===== src/rtl/pc_gen_ras.sv =====
`default_nettype none
// ============================================================================
// pc_gen_ras : fetch PC register with fixed-priority redirect and optional RAS
// Optional feature macro: PC_GEN_RAS_EN (return-address stack)
// Revision: 1.0
// ============================================================================
module pc_gen_ras #(
  parameter int                ADDR_W     = 32,
  parameter logic [ADDR_W-1:0] RESET_PC   = ADDR_W'(32'hBFC0_0000),
  parameter int                INST_BYTES = 4,
  parameter int                RAS_DEPTH  = 4
) (
  input  logic              clk,
  input  logic              reset,
  input  logic              fetch_ready,
  output logic              pc_valid,
  output logic [ADDR_W-1:0] pc,
  output logic              pc_adel,
  input  logic              br_taken,
  input  logic [ADDR_W-1:0] branch_offset,
  input  logic              j_taken,
  input  logic [25:0]       jump_target,
  input  logic              jr_taken,
  input  logic [ADDR_W-1:0] jr_target,
  input  logic              call,
  input  logic              ret,
  input  logic              ex_signal,
  input  logic [ADDR_W-1:0] ex_addr,
  output logic [ADDR_W-1:0] ras_top,
  output logic              ras_valid
);

  logic [ADDR_W-1:0] pc_q, pc_d;
  logic              pc_valid_q, pc_valid_d;
  logic              pc_adel_q, pc_adel_d;
  logic              pc_load;

  always_comb begin
    pc_d       = pc_q;
    pc_load    = 1'b1;
    pc_valid_d = 1'b1;
    if (ex_signal) begin
      pc_d = ex_addr;
    end else if (jr_taken) begin
      pc_d = jr_target;
    end else if (j_taken) begin
      // J keeps the upper region of the current pc and fills 28 low bits
      pc_d = {pc_q[ADDR_W-1:28], jump_target, 2'b00};
    end else if (br_taken) begin
      pc_d = pc_q + branch_offset;
    end else if (pc_valid_q && fetch_ready) begin
      pc_d = pc_q + ADDR_W'(INST_BYTES);
    end else begin
      pc_load = 1'b0;
    end
    pc_adel_d = pc_load ? (pc_d[1:0] != 2'b00) : pc_adel_q;
  end

  always_ff @(posedge clk) begin
    if (reset) begin
      pc_q       <= RESET_PC;
      pc_valid_q <= 1'b0;
      pc_adel_q  <= 1'b0;
    end else begin
      pc_q       <= pc_d;
      pc_valid_q <= pc_valid_d;
      pc_adel_q  <= pc_adel_d;
    end
  end

  assign pc       = pc_q;
  assign pc_valid = pc_valid_q;
  assign pc_adel  = pc_adel_q;

`ifdef PC_GEN_RAS_EN
  localparam int c_ptr_w = (RAS_DEPTH > 1) ? $clog2(RAS_DEPTH) : 1;
  localparam int c_cnt_w = $clog2(RAS_DEPTH + 1);
  localparam logic [c_cnt_w-1:0] c_full = c_cnt_w'(RAS_DEPTH);

  logic [ADDR_W-1:0]  ras_mem_q [RAS_DEPTH];
  logic [ADDR_W-1:0]  ras_mem_d [RAS_DEPTH];
  logic [c_ptr_w-1:0] ras_ptr_q, ras_ptr_d;
  logic [c_cnt_w-1:0] ras_cnt_q, ras_cnt_d;
  logic               ras_push, ras_pop;
  logic [ADDR_W-1:0]  ras_ret_addr;

  // ras_ptr_q always points at the top entry; a power-of-two depth lets the
  // pointer wrap naturally so a push when full overwrites the oldest entry.
  always_comb begin
    ras_push     = (j_taken | jr_taken) & call;
    ras_pop      = jr_taken & ret;
    ras_ret_addr = pc_q + ADDR_W'(8);
    ras_mem_d    = ras_mem_q;
    ras_ptr_d    = ras_ptr_q;
    ras_cnt_d    = ras_cnt_q;
    if (ex_signal) begin
      ras_cnt_d = '0;
    end else if (ras_push && ras_pop) begin
      ras_mem_d[ras_ptr_q] = ras_ret_addr;
    end else if (ras_push) begin
      ras_ptr_d            = ras_ptr_q + 1'b1;
      ras_mem_d[ras_ptr_d] = ras_ret_addr;
      if (ras_cnt_q != c_full) begin
        ras_cnt_d = ras_cnt_q + 1'b1;
      end
    end else if (ras_pop && (ras_cnt_q != '0)) begin
      ras_ptr_d = ras_ptr_q - 1'b1;
      ras_cnt_d = ras_cnt_q - 1'b1;
    end
  end

  always_ff @(posedge clk) begin
    if (reset) begin
      ras_ptr_q <= '0;
      ras_cnt_q <= '0;
    end else begin
      ras_ptr_q <= ras_ptr_d;
      ras_cnt_q <= ras_cnt_d;
    end
  end

  always_ff @(posedge clk) begin
    ras_mem_q <= ras_mem_d;
  end

  assign ras_valid = (ras_cnt_q != '0);
  assign ras_top   = ras_valid ? ras_mem_q[ras_ptr_q] : '0;
`else
  logic unused_ras;
  assign unused_ras = &{1'b0, call, ret, RAS_DEPTH[0]};
  assign ras_top    = '0;
  assign ras_valid  = 1'b0;
`endif

endmodule
`default_nettype wire


===== config.mk =====
export PLATFORM = sky130hd
export DESIGN_NAME = pc_gen_ras
export DESIGN_NICKNAME = d
export VERILOG_FILES = /design/src/rtl/pc_gen_ras.sv
export SDC_FILE = /design/constraint.sdc
export NUM_CORES = 1
export LEC_CHECK = 0
export BUFFER_PORTS_ARGS = -buffer_cell sky130_fd_sc_hd__buf_2
export CAP_MARGIN = 40
export CORE_ASPECT_RATIO = 1.4
export CORE_MARGIN = 2
export CORE_UTILIZATION = 35
export CTS_BUF_LIST = sky130_fd_sc_hd__clkbuf_4 sky130_fd_sc_hd__clkbuf_8 sky130_fd_sc_hd__clkbuf_16
export DETAILED_ROUTE_END_ITERATION = 7
export HOLD_SLACK_MARGIN = 0.08
export PLACE_DENSITY = 0.73
export SLEW_MARGIN = 20
export SYNTH_ARGS = -nofsm -noshare
export SYNTH_HDL_FRONTEND = slang
export SYNTH_SLANG_ARGS = --single-unit

===== constraint.sdc =====
create_clock -name clk -period 4.4 [get_ports clk]
set_input_delay 0.44 -clock clk [delete_from_list [all_inputs] [get_ports clk]]
set_output_delay 0.44 -clock clk [all_outputs]
set_load 0.02 [all_outputs]

==> impl_metrics.py, run 1 <==
metrics = {
    "clock_network": {
        "clockBufferDepth": 2,
        "cts_buffers": 5,
        "cts_sinks": 34,
        "clkTransAtPathRegs_ns": 0.06,
        "hold_buffers": 0,
        "clk_latency_ns": 0.29,
        "cts_setup_buffers": 0,
        "cts_tree": "done",
        "cts_resized": 0,
        "cts_root_buffer": "clkbuf_16",
        "htree_levels": 2,
    },
    "global_route": {
        "grt.overflow.total": 0,
        "grt_pass1_wl_um": 26400,
        "antenna_found_initial": 0,
        "grt_pass1_vias": 5147,
        "grt_max_degree": 45,
        "grt_usage_pct": 23.7,
    },
    "layout": {
        "fillers": 1389,
        "nets": 970,
        "area_growth_syn_to_layout_pct": 21.1,
        "n_antenna_cell": 0,
        "drive_gt1_share_pct": 23.3,
    },
    "timing": {
        "tns_ns": 0,
        "finClkSkew_ns": 0.00767,
        "max_freq_mhz": 284,
        "worst_pin_slew_ns": 0.834,
        "finalSetupViolations": 0,
        "rsz0062_at_grt": "false",
        "timing.final.hold_violations": 0,
        "relSlewSlack_pct": 44.2,
        "period_minus_slack_ns": 3.52,
        "maxSlewViolCount": 0,
        "period_share_pct": 80.0,
        "holdWs_ns": 0.402,
    },
    "floorplanning": {
        "die_x_um": 101,
        "die_area_um2": 14100,
        "fp.dieH_um": 140,
        "rows": 49,
        "start_util_pct": 35.8,
        "io_pins": 198,
        "core_um2": 12800,
    },
    "route": {
        "route.detailed.drc": 0,
        "wire_per_inst_um": 18.0,
        "route.vias.total": 5638,
        "ant_nets": 0,
        "via_per_inst": 5.87,
        "wirelength_um": 17300,
        "drt_iter0_drc": 570,
        "firstDrtPassIters": 6,
    },
    "synth": {
        "synth_area_um2": 4590,
        "yosysUniqueCellTypes": 58,
        "muxShareOfSynthArea_pct": 1.09,
        "synth_seq_cells": 34,
        "synth-edff-count": 0,
        "ys_async_sr_fraction_pct": 0,
        "synthXorXnorAreaFrac_pct": 9.73,
        "synth_top_family_by_area": "compound AO/OA/AOI/OAI gates",
        "syn_area_per_cell_um2": 6.92,
        "yosys.area_share.simple_pct": 23.0,
        "synth_adder_area_share_pct": 9.16,
        "yosys_warnings": 0,
        "synth_compound_gate_area_share_pct": 32.6,
        "netlist_instances": 663,
        "seq_area_frac_synth_pct": 14.8,
        "ys.flop_type": "dfxtp_1",
    },
    "min_path": {
        "hold_path_end": "pc[2]",
        "worstHoldStart": "ex_addr[2]",
        "hold_depth": 3,
        "hold_class": "in2reg",
    },
    "setup_path": {
        "worst-path-max-fanout": 6,
        "r2r_start": "pc[0]",
        "critPathRequiredTime_ns": 4.57,
        "crit_path_end_kind": "flop",
        "rr_endpoint": "pc[30]",
        "crit_type": "reg2reg",
        "crit_arrival_ns": 3.69,
        "start_kind": "flop",
        "r2r_setup_slack_ns": 0.88,
        "reg2regPathDepth": 12,
    },
    "place": {
        "port_buffers": 162,
        "place.gp.congestion": 0.930,
        "hpwl_um": 13500,
    },
    "power": {
        "cellLeakagePower_nw": 2.56,
        "powerDensity_nw_per_um2": 256,
        "peakVddDrop_v": 0.000167,
    },
    "run": {
        "drv_cap": 0,
    },
    "outcome": {
        "status": "finished clean",
    },
}
cells by family after synthesis:
group           after synthesis
compound gates              231
simple gates                225
fa+ha+maj                    33
xor+xnor                     51
buf+inv                      83
flops                        34
other cells                   1
mux                           5
power breakdown:
part	switching, mW	internal (mW)	leakage, nW	total, mW
clock network	0.145	0.231	0.0773	0.376
logic	0.398	0.264	2.20	0.663
registers	0.0507	0.335	0.284	0.386
critical path: stages (launching register included):
cell and delay, ns:
dfxtp_1 0.33, ha_1 0.24, fa_1 0.41, a21o_1 0.22, a221oi_1 0.63, o211a_4 0.33, a21oi_4 0.07, a31oi_1 0.26
or3b_4 0.20, a311oi_2 0.10, mux2i_1 0.13, a2111oi_0 0.40, nor2_1 0.07
placed cells by master, fill, tap and decap left out, drive strengths merged, types with 5 or more instances in the layout:
cell type,netlist,layout
buf,37,171
a31oi,8,8
o21ai,50,50
nor4,11,11
a21o,21,21
a21oi,67,67
a2111oi,7,7
nand2,67,67
a221oi,6,6
nand3,17,17
xnor2,29,29
conb,1,33
dfxtp,34,34
a211oi,15,15
o211ai,10,10
clkbuf,30,7
o22ai,11,11
inv,16,16
a22oi,7,7
ha,32,32
mux2i,5,5
and3,6,6
nor3,18,18
or3,6,6
nor2,71,71
xor2,22,22
nand4,13,13
per-stage QoR:
step / power [mW] / setup WS [ns] / cell area, um^2 / std cells / utilization, %
finish: 1.42 / 0.881 / 5560 / 960 / 43.4
global route: 1.50 / 0.678 / 5560 / 960 / 43.4
CTS: 1.42 / 0.909 / 5560 / 960 / 43.4
detailed placement: 1.04 / 0.730 / 5410 / 952 / 42.2
global placement: 1.03 / 0.738 / 5410 / 952 / 42.2
floorplan: 0.855 / 1.25 / 4710 / 695 / -
routing by layer:
metal | track usage, % | part of all wire, %
met1 | 28.0 | 39
met2 | 42.4 | 51
met3 | 3.16 | 7.1
met4 | 9.44 | 3.6
met5 | 0 | 0
worst max path at each step:
stage	start	end	slack [ns]	cells after the start
after CTS	pc[0]	pc[30]	0.91	12
final	pc[0]	pc[30]	0.88	12
after global routing	pc[0]	pc[30]	0.68	12
after detailed placement	branch_offset[0]	pc[30]	0.73	13
after global placement	branch_offset[0]	pc[30]	0.74	13
after floorplan	branch_offset[0]	pc[30]	1.25	12
flip-flops by register name, summed over array words and instances (netlist names):
signal and count:
pc_adel 1, pc_valid 1, pc 32
Yosys cell counts, types with 16 or more instances:
cell / n / share of area (%)
buf_4: 33 / 5.4
nor2_1: 71 / 5.8
a21o_1: 21 / 3.4
a21oi_1: 66 / 7.2
ha_1: 32 / 8.7
o21ai_0: 50 / 5.5
clkbuf_1: 30 / 2.5
nand2_1: 67 / 5.5
xnor2_1: 29 / 5.5
nor3_1: 18 / 2.0
dfxtp_1: 34 / 15
nand3_1: 16 / 1.7
inv_1: 16 / 1.3
xor2_1: 22 / 4.2
cell type report:
| type | count | area (um^2) | share of cell area (%) |
|---|---|---|---|
| well taps | 153 | 191 | 3.44 |
| repair buffers | 171 | 878 | 15.8 |
| clock inverters | 1 | 5.00 | 0.0900 |
| clock buffers | 7 | 146 | 2.63 |
| flip-flops and latches | 34 | 681 | 12.2 |
| multi-input cells | 578 | 3600 | 64.7 |
| inverters | 16 | 60.1 | 1.08 |
Power figures use the tool's default switching activity.
==> run 2: changes to the inputs <==
--- a/config.mk
+++ b/config.mk
@@ -5,6 +5,7 @@
 export SDC_FILE = /design/constraint.sdc
 export NUM_CORES = 1
 export LEC_CHECK = 0
+export ABC_AREA = 1
 export BUFFER_PORTS_ARGS = -buffer_cell sky130_fd_sc_hd__buf_2
 export CAP_MARGIN = 40
 export CORE_ASPECT_RATIO = 1.4
==> constraint.sdc (replaced) <==
create_clock -name clk -period 2.9 [get_ports clk]
set_input_delay 0.29 -clock clk [delete_from_list [all_inputs] [get_ports clk]]
set_output_delay 0.29 -clock clk [all_outputs]
set_load 0.02 [all_outputs]
==> run 2 against run 1 <==
Effect of this change: critical path depth increased by 3; first-iteration DRC count decreased by 8.6%; combinational power increased by 66%; sequential power increased by 47%; critical endpoint is now pc[18].
==> impl_metrics.py, run 2 <==
metrics = {
    "synth": {
        "synth-edff-count": 0,
        "synth_most_common_cell": "nand2_1",
        "yosys.area_share.simple_pct": 40.5,
        "ys.flop_type": "dfxtp_1",
        "yosysUniqueCellTypes": 47,
        "synth_top_family_by_area": "simple AND/OR/NAND/NOR gates",
        "synth_common_cells": "288 x nand2_1, 110 x nor2_1, 103 x inv_1",
        "ys_async_sr_fraction_pct": 0,
        "synth.top_cell.area_share_pct": 19.8,
        "synth_seq_cells": 34,
        "synth_adder_area_share_pct": 7.72,
        "synthXorXnorAreaFrac_pct": 3.86,
        "yosys_warnings": 0,
        "syn_area_per_cell_um2": 5.64,
        "muxShareOfSynthArea_pct": 0,
        "synth_area_leader_cell": "nand2_1",
        "synth_area_um2": 5450,
        "synth_compound_gate_area_share_pct": 20.7,
        "netlist_instances": 965,
        "synth.top_cells.by_area": "nand2_1 20%, dfxtp_1 12%, a21oi_1 8.6%",
        "seq_area_frac_synth_pct": 12.5,
    },
    "timing": {
        "rsz0062_at_grt": "false",
        "max_freq_mhz": 421,
        "finalSetupViolations": 0,
        "period_share_pct": 81.9,
        "period_minus_slack_ns": 2.38,
        "tns_ns": 0,
        "maxSlewViolCount": 0,
        "worst_pin_slew_ns": 0.614,
        "relSlewSlack_pct": 59.0,
        "timing.final.hold_violations": 0,
        "finClkSkew_ns": 0.00415,
    },
    "clock_network": {
        "cts_root_buffer": "clkbuf_16",
        "cts_tree": "done",
        "htree_levels": 2,
        "cts_resized": 0,
        "clkTransAtPathRegs_ns": 0.05,
        "clockBufferDepth": 2,
        "hold_buffers": 0,
        "cts_buffers": 5,
        "clk_latency_ns": 0.29,
        "cts_setup_buffers": 0,
        "cts_sinks": 34,
    },
    "power": {
        "peakVddDrop_v": 0.000244,
        "totalPowerFinal_mw": 2.22,
        "cellLeakagePower_nw": 3.43,
        "powerDensity_nw_per_um2": 339,
    },
    "floorplanning": {
        "die_area_um2": 16600,
        "core_um2": 15400,
        "fp.dieH_um": 152,
        "rows": 54,
        "start_util_pct": 35.4,
        "die_x_um": 109,
        "io_pins": 198,
    },
    "layout": {
        "fillers": 1730,
        "mostFrequentLayoutCells": "288 x nand2_1, 162 x buf_2, 109 x nor2_1, 103 x inv_1, 94 x a21oi_1",
        "n_antenna_cell": 0,
        "drive_gt1_share_pct": 20.6,
        "area_growth_syn_to_layout_pct": 20.4,
        "largest_register_ff_count": 32,
        "instances_no_fill": 1326,
        "final_common_cell": "nand2_1",
        "nets": 1293,
    },
    "setup_path": {
        "worst-path-max-fanout": 4,
        "slowest_stage": "fa_1",
        "crit_arrival_ns": 2.59,
        "critPathRequiredTime_ns": 3.11,
        "crit_type": "reg2reg",
        "cp_common_cell": "nand2_1",
        "slowest_delay_ns": 0.40,
        "crit_path_end_kind": "flop",
        "start_kind": "flop",
        "path_cells": "ha_1 -> fa_1 -> nand2_1 -> nand2_1 -> nand3_1 -> nand2_1 -> nand3_1 -> nand2_1 -> nand2_1 -> nand2_1 -> nand2_1 -> nand2_1 -> o21ai_0 -> nand2_1 -> a21oi_1",
    },
    "route": {
        "wirelength_um": 20700,
        "route.detailed.drc": 0,
        "ant_nets": 0,
        "firstDrtPassIters": 7,
        "drt_iter0_drc": 521,
        "via_per_inst": 5.16,
        "wire_per_inst_um": 15.6,
        "route.vias.total": 6842,
    },
    "place": {
        "place.gp.congestion": 0.946,
        "hpwl_um": 17200,
        "place.detailed.instances": 1318,
        "port_buffers": 162,
    },
    "global_route": {
        "grt_usage_pct": 24.7,
        "grt_pass1_wl_um": 31700,
        "grt_max_degree": 34,
        "grt_pass1_vias": 6392,
        "antenna_found_initial": 0,
        "grt.overflow.total": 0,
    },
    "run": {
        "drv_cap": 0,
    },
    "min_path": {
        "hold_class": "in2reg",
    },
    "outcome": {
        "status": "finished clean",
    },
}
[run 2: cell types whose count changed after synthesis, moves of 11 or more]
cell / change
nor4_1: -11
xnor2_1: -24
clkbuf_1: -18
inv_1: +87
nand3_1: +41
a21oi_1: +28
a21o_1: -20
nor2_1: +39
nor3_1: -11
nand2_1: +221
a211oi_1: -13
[run 2: logic make-up (layout without fill, tap and decap cells)]
family | count (synthesis) | after routing
other | 1 | 33
AO/OA/AOI/OAI | 194 | 194
adder cells (fa/ha/maj) | 33 | 33
buffers and inverters | 166 | 299
AND/OR/NAND/NOR | 513 | 513
XOR/XNOR | 24 | 24
flip-flops | 34 | 34
[run 2: path summary, 6_finish.rpt]
check        startpoint      end  slack (ns)  depth (start not counted)
max               pc[0]   pc[18]        0.52                         15
min reg2reg     pc_adel  pc_adel        0.57                          2
min          ex_addr[2]    pc[2]        0.29                          3
max reg2reg       pc[0]   pc[18]        0.52                         15
[run 2: layer usage]
metal,vias up,part of all wire (%),GRT usage [%]
met2,316,49,44.4
met4,0,4.1,10.3
li1,3441,-,-
met5,-,0,0
met3,55,7.0,1.97
met1,3030,40,29.9
[run 2: where the power goes]
group	internal [mW]	switching [mW]	leakage (nW)
registers	0.508	0.0601	0.283
logic	0.391	0.712	3.07
clock network	0.350	0.200	0.0773
total	1.25	0.973	3.43
[run 2: area by class of cell]
cell class	count	area, um^2	area share, %
sequential	34	681	10.4
clock inverter	1	5.00	0.0763
multi-input combinational	797	4090	62.4
timing repair buffer	186	991	15.1
tap	196	245	3.74
clock buffer	7	146	2.23
inverter	105	394	6.01
[run 2: critical path, delay by kind of cell, from the launching register on]
family / cells / cell delay [ns]
compound gates: 2 / 0.42
fa+ha+maj: 2 / 0.62
flops: 1 / 0.32
simple gates: 11 / 0.93
[run 2: per-stage QoR]
stage | area, um^2 | hold WS, ns | util [%] | worst slack [ns]
after global routing | 6560 | 0.312 | 42.6 | 0.284
after global placement | 6400 | 0.543 | 41.6 | 0.555
after floorplan | 5570 | 0.385 | - | 0.907
after CTS | 6560 | 0.296 | 42.6 | 0.564
after detailed placement | 6400 | 0.554 | 41.6 | 0.540
final | 6560 | 0.294 | 42.6 | 0.524
==> run 3: changes to the inputs <==
--- a/config.mk
+++ b/config.mk
@@ -5,7 +5,7 @@
 export SDC_FILE = /design/constraint.sdc
 export NUM_CORES = 1
 export LEC_CHECK = 0
-export ABC_AREA = 1
+export ABC_AREA = 0
 export BUFFER_PORTS_ARGS = -buffer_cell sky130_fd_sc_hd__buf_2
 export CAP_MARGIN = 40
 export CORE_ASPECT_RATIO = 1.4
==> constraint.sdc (replaced) <==
create_clock -name clk -period 2.45 [get_ports clk]
set_input_delay 0.245 -clock clk [delete_from_list [all_inputs] [get_ports clk]]
set_output_delay 0.245 -clock clk [all_outputs]
set_load 0.02 [all_outputs]
==> run 3 against run 2 <==
Effect of this change: the run now ends with setup timing left; clock skew rose by 0.0018 ns; sequential cell count did not move; clock power rose by 23%; count of clock-buffer cells in the layout fell by 1.
==> impl_metrics.py, run 3 (synthesis results as in run 1) <==
metrics = {
    "clock_network": {
        "htree_levels": 2,
        "cts_tree": "done",
        "clkTransAtPathRegs_ns": 0.06,
        "clockBufferDepth": 2,
        "cts_buffers": 5,
        "cts_sinks": 34,
        "cts_root_buffer": "clkbuf_16",
        "clk_latency_ns": 0.29,
    },
    "floorplanning": {
        "rows": 49,
        "core_um2": 12800,
        "start_util_pct": 35.8,
        "fp.dieH_um": 140,
        "io_pins": 198,
        "die_area_um2": 14100,
        "die_x_um": 101,
    },
    "timing": {
        "maxSlewViolCount": 0,
        "setup_slack_ns": -0.523,
        "worst_pin_slew_ns": 0.697,
        "relSlewSlack_pct": 53.1,
        "finClkSkew_ns": 0.00592,
        "timing.final.hold_violations": 0,
        "period_share_pct": 121,
        "max_freq_mhz": 336,
        "rsz0062_at_grt": "true",
        "finalSetupViolations": 18,
        "period_minus_slack_ns": 2.97,
    },
    "route": {
        "route.vias.total": 6188,
        "dr_wl_met2_um": 9820,
        "wirelength_um": 19800,
        "route.detailed.drc": 0,
        "top_layer": "met5",
        "firstDrtPassIters": 5,
        "drt_iter0_drc": 337,
        "met3_length_um": 1580,
        "ant_nets": 0,
        "met1_length_um": 7380,
        "wire_per_inst_um": 18.1,
        "via_per_inst": 5.65,
    },
    "setup_path": {
        "start_kind": "flop",
        "worst-path-max-fanout": 3,
        "slowest_delay_ns": 0.41,
        "crit_path_end_kind": "flop",
        "critPathRequiredTime_ns": 2.62,
        "cp_num_buf_inv": 1,
        "slowest_stage": "or3b_4",
        "path_cells": "ha_4 -> fa_2 -> a21o_1 -> a221oi_2 -> buf_4 -> o211a_4 -> a21oi_4 -> a31oi_4 -> or3b_4 -> a311oi_2 -> mux2i_1 -> a2111oi_1 -> nor2_1",
        "crit_arrival_ns": 3.15,
        "crit_family": "compound AO/OA/AOI/OAI gates",
        "crit_type": "reg2reg",
    },
    "place": {
        "port_buffers": 162,
        "place.gp.congestion": 0.965,
        "hpwl_um": 15900,
        "place.detailed.instances": 1079,
    },
    "layout": {
        "fin_util_pct": 55.4,
        "drive_gt1_share_pct": 42.6,
        "final_common_cell": "buf_2",
        "mostFrequentLayoutCells": "162 x buf_2, 139 x buf_4, 69 x nor2_1, 66 x nand2_1, 55 x a21oi_1",
        "largest_register_ff_count": 32,
        "area_growth_syn_to_layout_pct": 54.6,
        "instances_no_fill": 1095,
        "n_antenna_cell": 0,
        "nets": 1105,
    },
    "global_route": {
        "antenna_found_initial": 1,
        "grt_pass1_wl_um": 29700,
        "grt_pass1_vias": 6006,
        "grt.overflow.total": 0,
        "grt_max_degree": 24,
        "grt_usage_pct": 26.9,
    },
    "power": {
        "cellLeakagePower_nw": 3.26,
        "peakVddDrop_v": 0.000255,
        "powerDensity_nw_per_um2": 428,
    },
    "run": {
        "drv_cap": 0,
    },
    "min_path": {
        "hold_class": "in2reg",
    },
    "outcome": {
        "violations": "setup timing",
        "status": "finished, violations left",
    },
}
==> run 3: changes by cell type in the layout (fill, tap and decap cells not counted), moves of 20 or more <==
cell	before	now
a21o_1	1	21
nand2_1	288	66
inv_1	103	16
nand3_1	57	15
nor2_1	109	69
xnor2_1	5	28
a21oi_1	94	55
buf_4	24	139
==> run 3: final timing paths <==
path                      start  endpoint  slack (ns)  cells past startpoint
setup reg to reg          pc[0]    pc[30]       -0.52                     13
hold / removal    jr_target[23]    pc[23]        0.20                      3
hold reg to reg         pc_adel   pc_adel        0.51                      2
setup / recovery          pc[0]    pc[30]       -0.52                     13
==> run 3: timing repair <==
action | 4_1_cts | 5_1_grt
hold buffers | 0 | 0
setup buffers | 3 | 7
pin swaps | 30 | 52
endpoints found under the setup margin | 19 | 23
resized for setup | 35 | 44
==> run 3: metrics by stage <==
step	total power, mW	cell area [um^2]	worst slack (ns)	hold slack (ns)	TNS, ns
3_5_place_dp	2.20	6550	-0.508	0.497	-5.86
6_report	3.04	7100	-0.523	0.197	-4.29
5_1_grt	3.20	7100	-0.600	0.212	-6.51
4_1_cts	2.95	6890	-0.466	0.190	-3.25
3_3_place_gp	2.19	6550	-0.475	0.492	-5.63
2_1_floorplan	1.58	4900	-0.277	0.380	-0.774
==> run 3: layer usage <==
| layer | up-vias | GRT usage, % |
|---|---|---|
| li1 | 2955 | - |
| met1 | 2853 | 30.0 |
| met2 | 311 | 47.7 |
| met3 | 67 | 4.52 |
| met4 | 2 | 14.5 |
| met5 | - | 0 |
==> run 3: power by group <==
group          leakage, nW  switching [mW]  internal [mW]
clock network       0.0740           0.288          0.386
logic                 2.90           0.916          0.791
registers            0.289          0.0478          0.606
total                 3.26            1.25           1.78
==> run 3: area by class of cell <==
cell class                      count  area [um^2]
Clock buffer                        6          133
Clock inverter                      2         10.0
Fill cell                        1248         5710
Inverter                           16         60.1
Multi-Input combinational cell    578         4080
Sequential cell                    34          712
Tap cell                          153          191
Timing Repair Buffer              306         1910
==> run 3: worst min-delay path: stages <==
cell      delay, ns
buf_2          0.08
a221oi_1       0.06
nand3_1        0.07
